File: config.mk
export PLATFORM = sky130hd
export DESIGN_NAME = sample_serializer
export DESIGN_NICKNAME = d
export VERILOG_FILES = /design/src/rtl/sample_serializer.sv
export SDC_FILE = /design/constraint.sdc
export NUM_CORES = 1
export LEC_CHECK = 0
export ABC_AREA = 1
export CORE_AREA = 8 8 131 97
export DETAILED_ROUTE_END_ITERATION = 12
export DIE_AREA = 0 0 139 105
export SYNTH_ARGS = -nofsm -noshare
export SYNTH_HDL_FRONTEND = slang
export SYNTH_SLANG_ARGS = --single-unit
File: constraint.sdc
create_clock -name i_Clock -period 2.4 [get_ports i_Clock]
set_clock_uncertainty 0.05 [all_clocks]
set_input_delay 0.48 -clock i_Clock [delete_from_list [all_inputs] [get_ports i_Clock]]
set_output_delay 0.48 -clock i_Clock [all_outputs]
set_load 0.02 [all_outputs]
File: src/rtl/sample_serializer.sv
// Mono-to-I2S serializer: a small sample FIFO feeds 32-slot stereo frames,
// with the same 16-bit sample sent on the left and right channels.
module sample_serializer #(
  parameter int CLOCK_DIV  = 4,
  parameter int FIFO_DEPTH = 4
) (
  input  logic        i_Clock,
  input  logic        i_Reset_n,
  input  logic        i_SampleReady,
  input  logic [15:0] i_Sample,
  output logic        o_BitClock,
  output logic        o_WordSelect,
  output logic        o_SerialData,
  output logic        o_Overflow,
  output logic        o_Underflow,
  output logic [4:0]  o_FifoLevel
);

  localparam int         AddrW    = (FIFO_DEPTH > 1) ? $clog2(FIFO_DEPTH) : 1;
  localparam logic [7:0] DivLast  = 8'(CLOCK_DIV - 1);
  localparam logic [4:0] DepthLvl = 5'(FIFO_DEPTH);

  logic [7:0]       divCnt_q, divCnt_d;
  logic             bitClk_q, bitClk_d;
  logic [4:0]       slot_q, slot_d;
  logic [15:0]      frame_q, frame_d;
  logic             ws_q, ws_d;
  logic             data_q, data_d;
  logic             ovf_q, ovf_d;
  logic             unf_q, unf_d;
  logic [AddrW-1:0] wrPtr_q, wrPtr_d;
  logic [AddrW-1:0] rdPtr_q, rdPtr_d;
  logic [4:0]       level_q, level_d;
  logic [15:0]      mem [FIFO_DEPTH];

  logic divWrap;
  logic fallEvt;
  logic popReq;
  logic popDo;
  logic pushDo;
  logic fifoEmpty;
  logic fifoFull;

  // Next-state logic: bit-clock divider, slot sequencing on falling events,
  // frame load at the slot 31->0 wrap, and FIFO bookkeeping.
  always_comb begin
    divCnt_d = divCnt_q;
    bitClk_d = bitClk_q;
    slot_d   = slot_q;
    frame_d  = frame_q;
    ws_d     = ws_q;
    data_d   = data_q;
    wrPtr_d  = wrPtr_q;
    rdPtr_d  = rdPtr_q;
    level_d  = level_q;

    divWrap   = (divCnt_q == DivLast);
    fallEvt   = divWrap & bitClk_q;
    popReq    = fallEvt & (slot_q == 5'd31);
    fifoEmpty = (level_q == 5'd0);
    fifoFull  = (level_q == DepthLvl);
    popDo     = popReq & ~fifoEmpty;
    // A pop in the same cycle frees the slot the push needs, so a full FIFO
    // can still accept a sample on the frame boundary.
    pushDo    = i_SampleReady & (~fifoFull | popDo);
    unf_d     = popReq & fifoEmpty;
    ovf_d     = i_SampleReady & fifoFull & ~popDo;

    if (divWrap) begin
      divCnt_d = 8'd0;
      bitClk_d = ~bitClk_q;
    end else begin
      divCnt_d = divCnt_q + 8'd1;
    end

    if (fallEvt) begin
      slot_d = slot_q + 5'd1;
      if (popReq) begin
        frame_d = popDo ? mem[rdPtr_q] : 16'h0000;
      end
      // WS changes one slot ahead of the data, as I2S expects.
      data_d = frame_d[4'd15 - slot_d[3:0]];
      ws_d   = (slot_d >= 5'd15) && (slot_d <= 5'd30);
    end

    if (pushDo) begin
      wrPtr_d = wrPtr_q + AddrW'(1);
    end
    if (popDo) begin
      rdPtr_d = rdPtr_q + AddrW'(1);
    end
    case ({pushDo, popDo})
      2'b10:   level_d = level_q + 5'd1;
      2'b01:   level_d = level_q - 5'd1;
      default: level_d = level_q;
    endcase
  end

  // State registers; reset discards any queued samples and the frame in flight.
  always_ff @(posedge i_Clock or negedge i_Reset_n) begin
    if (!i_Reset_n) begin
      divCnt_q <= 8'd0;
      bitClk_q <= 1'b0;
      slot_q   <= 5'd31;
      frame_q  <= 16'h0000;
      ws_q     <= 1'b0;
      data_q   <= 1'b0;
      ovf_q    <= 1'b0;
      unf_q    <= 1'b0;
      wrPtr_q  <= '0;
      rdPtr_q  <= '0;
      level_q  <= 5'd0;
    end else begin
      divCnt_q <= divCnt_d;
      bitClk_q <= bitClk_d;
      slot_q   <= slot_d;
      frame_q  <= frame_d;
      ws_q     <= ws_d;
      data_q   <= data_d;
      ovf_q    <= ovf_d;
      unf_q    <= unf_d;
      wrPtr_q  <= wrPtr_d;
      rdPtr_q  <= rdPtr_d;
      level_q  <= level_d;
    end
  end

  // Sample storage; stale entries are harmless because the pointers gate reads.
  always_ff @(posedge i_Clock) begin
    if (pushDo) begin
      mem[wrPtr_q] <= i_Sample;
    end
  end

  assign o_BitClock   = bitClk_q;
  assign o_WordSelect = ws_q;
  assign o_SerialData = data_q;
  assign o_Overflow   = ovf_q;
  assign o_Underflow  = unf_q;
  assign o_FifoLevel  = level_q;

endmodule

# Word level (Yosys, flattened, before mapping)
# Memories as Yosys holds them, arrays and structs flattened.
# Cells that the tools add are included.
# word_totals
mem_count	1
mem_bits_ro	0
mem_bits_rw	64
output_inout_bits	10
word_cells	51
inputBits	19
reg_bits	43
latchBits	0
# mem_list
name	depth	width	read_ports	rd_clocked_by_memory_dff	wr	line	text
mem	4	16	1	0	1	34	logic [15:0] mem [FIFO_DEPTH];
# op_classes
muxes	9
n_div	0
n_mul	0
n_lt_le_gt_ge	3
n_reduce_logical	3
n_shift	0
eq_ne	5
add_sub_neg	7
n_bitwise	12
# op_table
op	n
two-way mux 16 bit	3
adder 5 x 1 -> 5 bit (second input constant)	2
case mux 5 bit (2 select lines)	1
adder 8 x 1 -> 8 bit (second input constant)	1
equality test 8 x 2 -> 1 bit (second input constant)	1
two-way mux 8 bit	1
bitwise AND 1 bit	7
equality test 5 x 3 -> 1 bit (second input constant)	1
equality test 5 bit (second input constant)	1
>= comparator 5 x 4 -> 1 bit (second input constant)	1
<= comparator 5 bit (second input constant)	1
zero test 5 bit	1
< comparator 4 x 5 -> 1 bit (second input constant)	1
subtractor 5 x 1 -> 5 bit (second input constant)	1
adder 2 x 1 -> 2 bit (second input constant)	2
binary-select mux 1 bit (select 4 bit)	1
inverter 1 bit	4
subtractor 4 bit (first input constant)	1
two-way mux 1 bit	3
equality test 2 x 1 -> 1 bit (second input constant)	1
equality test 2 bit (second input constant)	1
nonzero test 2 bit	1
logical AND 1 bit	1
bitwise OR 1 bit	1

# Logic depth before layout (Yosys ltp)
# Gate-level depths: netlist (run 1).
# logic_depth
ltp_word	9
mapped_depth	16
ltp_nobuf	15

# Least setup slack after synthesis (run 1)
# Ideal clock, no wire load.
# synth_path
kind	register -> register
startpoint	register slot_q[0]
endpoint	memory mem[0][0] (enable)
synth_period_minus_slack_ns	2.649
path_slack_ns	-0.249
path_stages_with_launch	8
setup_ns	0.389
arrival_time_ns	2.210
path_cell_list	dfstp_2 ha_1 and3_1 ha_1 nand3_4 nand4_1 nand2_2 nor2_1
# synth_via
elab_chain_len	7
# synth_rtl
item	line	text
start: declaration	25	logic [4:0] slot_q, slot_d;
start signal: assignment	116	slot_q <= slot_d;
equality test 5 bit	59	popReq = fallEvt & (slot_q == 5'd31);
bitwise AND 1 bit	59	
bitwise AND 1 bit	62	popDo = popReq & ~fifoEmpty;
bitwise OR 1 bit	65	pushDo = i_SampleReady & (~fifoFull | popDo);
bitwise AND 1 bit	65	
two-way mux 1 bit	130	if (pushDo) begin
two-way mux 1 bit (not written as such)	131	mem[wrPtr_q] <= i_Sample;
end: declaration	34	
# No other way between the ends.

# Worst setup path in the final report (run 1)
# layout_path
startpoint	register slot_q[0]
endpoint	register level_q[4], in the netlist o_FifoLevel[4]
# layout_via
elab_chain_len	7
word_cells_on_any_way	9
cone_classes	eq/ne: 3; mux: 1; bitwise: 4; reduce/logical: 1
# layout_rtl
item	line	text
equality test 5 bit (*)	59	
bitwise AND 1 bit (*)	59	
bitwise AND 1 bit (*)	62	
bitwise OR 1 bit	65	
bitwise AND 1 bit	65	
equality test 2 x 1 -> 1 bit or equality test 2 bit (tied branches)	92	case ({pushDo, popDo})
case mux 5 bit (2 select lines) or nonzero test 2 bit (tied branches)	n/a	
end signal: assignment	124	level_q <= level_d;
end: declaration	33	logic [4:0] level_q, level_d;
# Mark *: on every way between the ends. The rest lies on a longest branch, timed or not.
# A chain may end at the register's enable or synchronous reset.

==> impl_metrics.ini, run 1 <==
[run_status]
status = complete, no violations

[cts]
cts_tree = yes
cts_root_buf = clkbuf_16
clock_path_buffers = 2
cts_sinks = 107
clk_pin_slew_ns = 0.08
clk_latency_ns = 0.35
cts_made_buffers = 9
htreeDepth = 3
postCtsHoldBufs = 0

[timing]
hold_slack_ns = 0.151
worstMarginPinSlew_ns = 0.552
slew_viol_final = 0
fin_ws_ns = 0.0846
finalSetupViolations = 0
fin_crit_sh_pct = 96.5
rsz0062_at_grt = yes
finalHoldViolCount = 0
fmax_mhz = 432
min_period_ns = 2.32
max-slew-margin-rel_pct = 63.2

[yosys]
async_flop_share_pct = 40.2
synth_cells = 448
ys_top_cells_by_area = edfxtp_1, dfrtp_1, nand2_1, nand3_1, nor2_1
yosysTopAreaCell = edfxtp_1
syn-cell-area_um2 = 4660
syn_nets = 476
synthFlopType = edfxtp_1
ys_types = 32
yosysTopAreaCellShare_pct = 41.3
yosysMostFrequentCell = nand2_1
yosys_warnings = 0
synth_edf_count = 64
syn_avg_cell_area_um2 = 10.4
synthTopCellsByCount = nand2_1, edfxtp_1, nor2_1
seq_area_frac_synth_pct = 64.5
synth_seq_cells = 107

[placed_design]
pre_cts_ws_ns = -0.0153
io_buffers = 28
gp_congestion = 0.763
dp_hpwl_um = 6240
dp.cells = 616

[route]
drt_first_pass_iters = 4
wl_per_cell_um = 15.1
wirelength_um = 9610
drc = 0
drtAntennaViolNets = 0
drtIter0Drc = 192
vias = 3150
avgViaCountPerCell = 4.95

[worst_setup_path]
required_ns = 2.59
start_kind = flip-flop
crit_path_end_kind = flip-flop
crit_chain = ha_4 -> and3_4 -> ha_4 -> nand4_4 -> nor2_8 -> nand2_4 -> and2_4 -> ha_4 -> inv_2 -> nand2_2 -> o31ai_4 -> nand2_1 -> nand2_1 -> nand2_1
cp_slowest_cell = dfstp_2
reg2regPathDepth = 14
path_max_fanout = 3
critical-path-max-stage-delay_ns = 0.56
criticalPathCategory = reg -> reg
arrival_ns = 2.51

[flow_run]
max_cap_viol_count = 0

[grt]
track_usage_pct = 13.9
use_met1_pct = 18.9
grt_pass1_vias = 3083
grt_max_degree = 44
grt_antenna_before_repair = 0
gr-max-usage-layer = met2
grtUsageMet3_pct = 4.32
grt_use_met2_pct = 21.0
grt_pass1_wl_um = 16000
grt_overflow = 0

[floorplanning]
io_pins = 29
fp.dieArea_um2 = 14600
core.rowCount = 32
fp.dieH_um = 105
start_util_pct = 43.7
die_w_um = 139
core-area_um2 = 10700

[layout]
instances_no_fill = 636
final_layout_size_suffix_gt1_share_pct = 13.8
final_core_util_pct = 52.8
layout.nets = 523
fillers = 922
n_antenna_cell = 0
synthToLayoutAreaGrowth_pct = 20.8

[power]
p_total_mw = 4.67
p_leak_nw = 2.47
p_per_area_nw_per_um2 = 831
peakVddDrop_mv = 0.371

[worst_hold_path]
hp-class = in -> async
[worst max-delay path: cells and delay by family (launching register included)]
kind / cells / cell delay, ns
adder cells (fa/ha/maj): 3 / 0.43
AO/OA/AOI/OAI: 1 / 0.19
AND/OR/NAND/NOR: 9 / 0.92
buffers and inverters: 1 / 0.06
flip-flops: 1 / 0.56
[sequential cells by signal (all words and copies together), names as in the netlist]
signal,cells
o_SerialData,1
divCnt_q,8
o_BitClock,1
o_FifoLevel,5
slot_q,5
o_WordSelect,1
rdPtr_q,2
frame_q,16
mem,64
o_Underflow,1
o_Overflow,1
wrPtr_q,2
[timing repair]
item / 4_1_cts / 5_1_grt
setup buffers: 2 / 2
gates resized for setup: 0 / 9
endpoints found under the setup margin: 1 / 3
pin swaps: 1 / 8
[layer usage]
layer | up-vias | part of all wire [%] | wire, um
met5 | - | 0 | 0
met4 | 0 | 1.1 | 103
met3 | 9 | 3.6 | 344
met2 | 41 | 45 | 4320
met1 | 1532 | 50 | 4830
li1 | 1568 | - | -
[final cells by class]
class                   instances  area, um2  area share (%)
inverters                      41        154            2.74
clock buffers                   9        225            4.00
clock inverters                 7       65.1            1.16
multi-input cells             287       1500            26.7
repair buffers                 49        503            8.94
well taps                     136        170            3.02
flip-flops and latches        107       3000            53.4
[stage by stage]
step	setup TNS, ns	cell area, um2
after floorplan	-9.63	4700
after global placement	0	5260
after detailed placement	-0.0153	5260
after CTS	0	5570
after global routing	-0.0957	5630
final	0	5630
[path summary, 6_finish.rpt]
path	startpoint	endpoint	slack (ns)
setup / recovery	slot_q[0]	o_FifoLevel[4]	0.08
setup reg to reg	slot_q[0]	o_FifoLevel[4]	0.08
hold reg to reg	divCnt_q[0]	divCnt_q[0]	0.41
hold / removal	i_Reset_n	rdPtr_q[1]	0.15
max in group asynchronous	i_Reset_n	o_WordSelect	1.77
min in group i_Clock	divCnt_q[0]	divCnt_q[0]	0.41
[cell families after synthesis]
family / count (synthesis) / share of synthesized area [%]
buffers and inverters: 54 / 4.75
adders and majority gates: 9 / 2.42
xor gates and xnor gates: 11 / 2.07
AOI/OAI and AO/OA: 46 / 5.53
and+or+nand+nor: 221 / 20.7
DFF: 107 / 64.5
[placed cells by master, fill, tap and decap left out, types with 2 or more instances in the layout]
cell type        count
a21oi_1             13
buf_12               5
buf_4               14
buf_6                2
clkbuf_16            9
clkdlybuf4s50_1     27
dfrtp_1             38
dfstp_2              5
edfxtp_1            64
ha_1                 6
ha_4                 3
inv_1               36
inv_2                4
inv_6                4
inv_8                2
nand2_1            122
nand2_2              5
nand3_1             36
nand4_1              2
nor2_1              42
nor2_2               2
nor2_8               2
nor3_1               3
o21a_1               2
o21ai_0             21
o21ai_1              3
o21ai_2              3
o22ai_1              3
xor2_1              10
[power breakdown]
group          leakage [nW]  internal, mW  switching (mW)
combinational          1.17         0.348           0.508
clock                 0.141         0.734           0.717
sequential             1.15          2.25           0.113
total                  2.47          3.34            1.34
Note: power is estimated with default switching activity, not from simulation.
==> inputs of run 2 (changes only) <==
--- a/config.mk
+++ b/config.mk
@@ -6,9 +6,10 @@
 export NUM_CORES = 1
 export LEC_CHECK = 0
 export ABC_AREA = 1
-export CORE_AREA = 8 8 131 97
+export CORE_AREA = 2 2 125 91
+export CTS_CLUSTER_DIAMETER = 200
 export DETAILED_ROUTE_END_ITERATION = 12
-export DIE_AREA = 0 0 139 105
+export DIE_AREA = 0 0 127 93
 export SYNTH_ARGS = -nofsm -noshare
 export SYNTH_HDL_FRONTEND = slang
 export SYNTH_SLANG_ARGS = --single-unit
==> impl_metrics.ini, run 2 (synthesized netlist as in run 1, its figures left out) <==
[layout]
layout_commonest_cell = nand2_1
final_core_util_pct = 52.8
top_regs = mem (64), frame_q (16), divCnt_q (8)
top_register = mem
synthToLayoutAreaGrowth_pct = 20.7
largest_register_ff_count = 64
n_antenna_cell = 0
layout_common_cells = nand2_1, edfxtp_1, nor2_1, dfrtp_1, inv_1
instances_no_fill = 633
layout.nets = 520
final_layout_size_suffix_gt1_share_pct = 13.5

[timing]
fmax_mhz = 435
fin_crit_sh_pct = 95.8
finalHoldViolCount = 2
fin_setup_tns_ns = 0
hold_slack_ns = -0.00127
max-slew-margin-rel_pct = 61.3
slew_viol_final = 0
finalSetupViolations = 0
min_period_ns = 2.30
rsz0062_at_grt = yes
worstMarginPinSlew_ns = 0.579

[placed_design]
dp_hpwl_um = 6190
dp.cells = 615
io_buffers = 28
gp_congestion = 0.811

[grt]
track_usage_pct = 17.4
grt_max_degree = 34
grt_overflow = 0
grt_antenna_before_repair = 0
grt_pass1_vias = 3096
grt_pass1_wl_um = 15700

[floorplanning]
die_w_um = 127
core-area_um2 = 10700
start_util_pct = 43.7
fp.dieH_um = 93
core.rowCount = 32
fp.dieArea_um2 = 11800
io_pins = 29

[cts]
clock_path_buffers = 2
clk_pin_slew_ns = 0.08
cts_made_buffers = 9
postCtsHoldBufs = 0
cts_root_buf = clkbuf_16
clk_latency_ns = 0.35
cts_sinks = 107
htreeDepth = 3
cts_tree = yes

[worst_setup_path]
criticalPathCategory = reg -> reg
start_kind = flip-flop
reg2regPathDepth = 14
reg2reg_from = slot_q[0]
r2r-end = o_FifoLevel[4]
arrival_ns = 2.49
crit_path_end_kind = flip-flop
required_ns = 2.59
path_max_fanout = 4
r2r_slack_ns = 0.1

[route]
wirelength_um = 9280
drtIter0Drc = 183
drtAntennaViolNets = 0
vias = 3078
drt_first_pass_iters = 4
avgViaCountPerCell = 4.86
drc = 0
wl_per_cell_um = 14.7

[power]
pwr-share-clk_pct = 31.3
p_total_mw = 4.69
p_per_area_nw_per_um2 = 834
p_leak_nw = 2.46
p_int_mw = 3.35
combPwrFrac_pct = 18.0
p_seq_share_pct = 50.8
power_switching_mw = 1.35
p_sw_share_pct = 28.7
peakVddDrop_mv = 0.514

[flow_run]
max_cap_viol_count = 0

[run_status]
violations = negative hold slack
status = finished with violations

[worst_hold_path]
hp-class = in -> async
## run 2: cell count changes in the layout (fill, tap and decap cells not counted), moves of 2 or more
cell	before	now
inv_4	0	2
o21ai_1	3	5
buf_4	14	12
o21ai_0	21	19
inv_2	4	2
## run 2: worst max-delay path, cell delays in order (launching register included)
cell     delay, ns
dfstp_2       0.57
ha_4          0.14
and3_4        0.18
ha_4          0.15
nand4_4       0.12
nor2_8        0.17
nand2_4       0.06
and2_4        0.14
ha_4          0.16
inv_4         0.06
nand2_4       0.05
o31ai_4       0.17
nand2_1       0.07
nand2_1       0.06
nand2_1       0.04
## run 2: how the worst max path moves through the flow
stage | from | endpoint | slack [ns]
floorplan | slot_q[0] | mem[0][0] | -0.15
global placement | slot_q[1] | o_FifoLevel[4] | 0.04
detailed placement | slot_q[1] | o_FifoLevel[4] | -0.006
CTS | slot_q[0] | o_FifoLevel[4] | 0.007
global route | divCnt_q[0] | mem[0][14] | -0.01
finish | slot_q[0] | o_FifoLevel[4] | 0.1
## run 2: repair_timing
action / CTS / global route
endpoints found under the setup margin: 1 / 23
pin swaps: 1 / 6
buffers inserted: 0 / 2
resized for setup: 0 / 14
## run 2: power groups by stage
stage | combinational, mW | sequential [mW] | clock [mW]
floorplan | 0.383 | 2.44 | 0
global placement | 0.791 | 2.40 | 0
detailed placement | 0.809 | 2.41 | 0
CTS | 0.810 | 2.37 | 1.51
global route | 0.945 | 2.41 | 1.59
finish | 0.843 | 2.38 | 1.47
## run 2: cell type report
type | instances | area [um2]
repair buffers | 46 | 477
well taps | 136 | 170
clock inverters | 7 | 73.8
flip-flops and latches | 107 | 3000
fillers | 951 | 5030
inverters | 41 | 159
clock buffers | 9 | 225
multi-input cells | 287 | 1510
## run 2: metrics by stage
stage / worst slack (ns) / instance area (um2)
global route: -0.0104 / 5620
CTS: 0.00691 / 5560
floorplan: -0.149 / 4700
global placement: 0.0376 / 5260
detailed placement: -0.00615 / 5260
finish: 0.100 / 5620
## run 2: metal layers
metal	GRT usage, %	vias up	share of wire [%]	wire, um
met3	4.75	8	4.2	391
met1	24.5	1454	49	4560
met4	5.22	0	1.1	104
li1	-	1567	-	-
met2	26.6	49	45	4220
met5	0	-	0	0
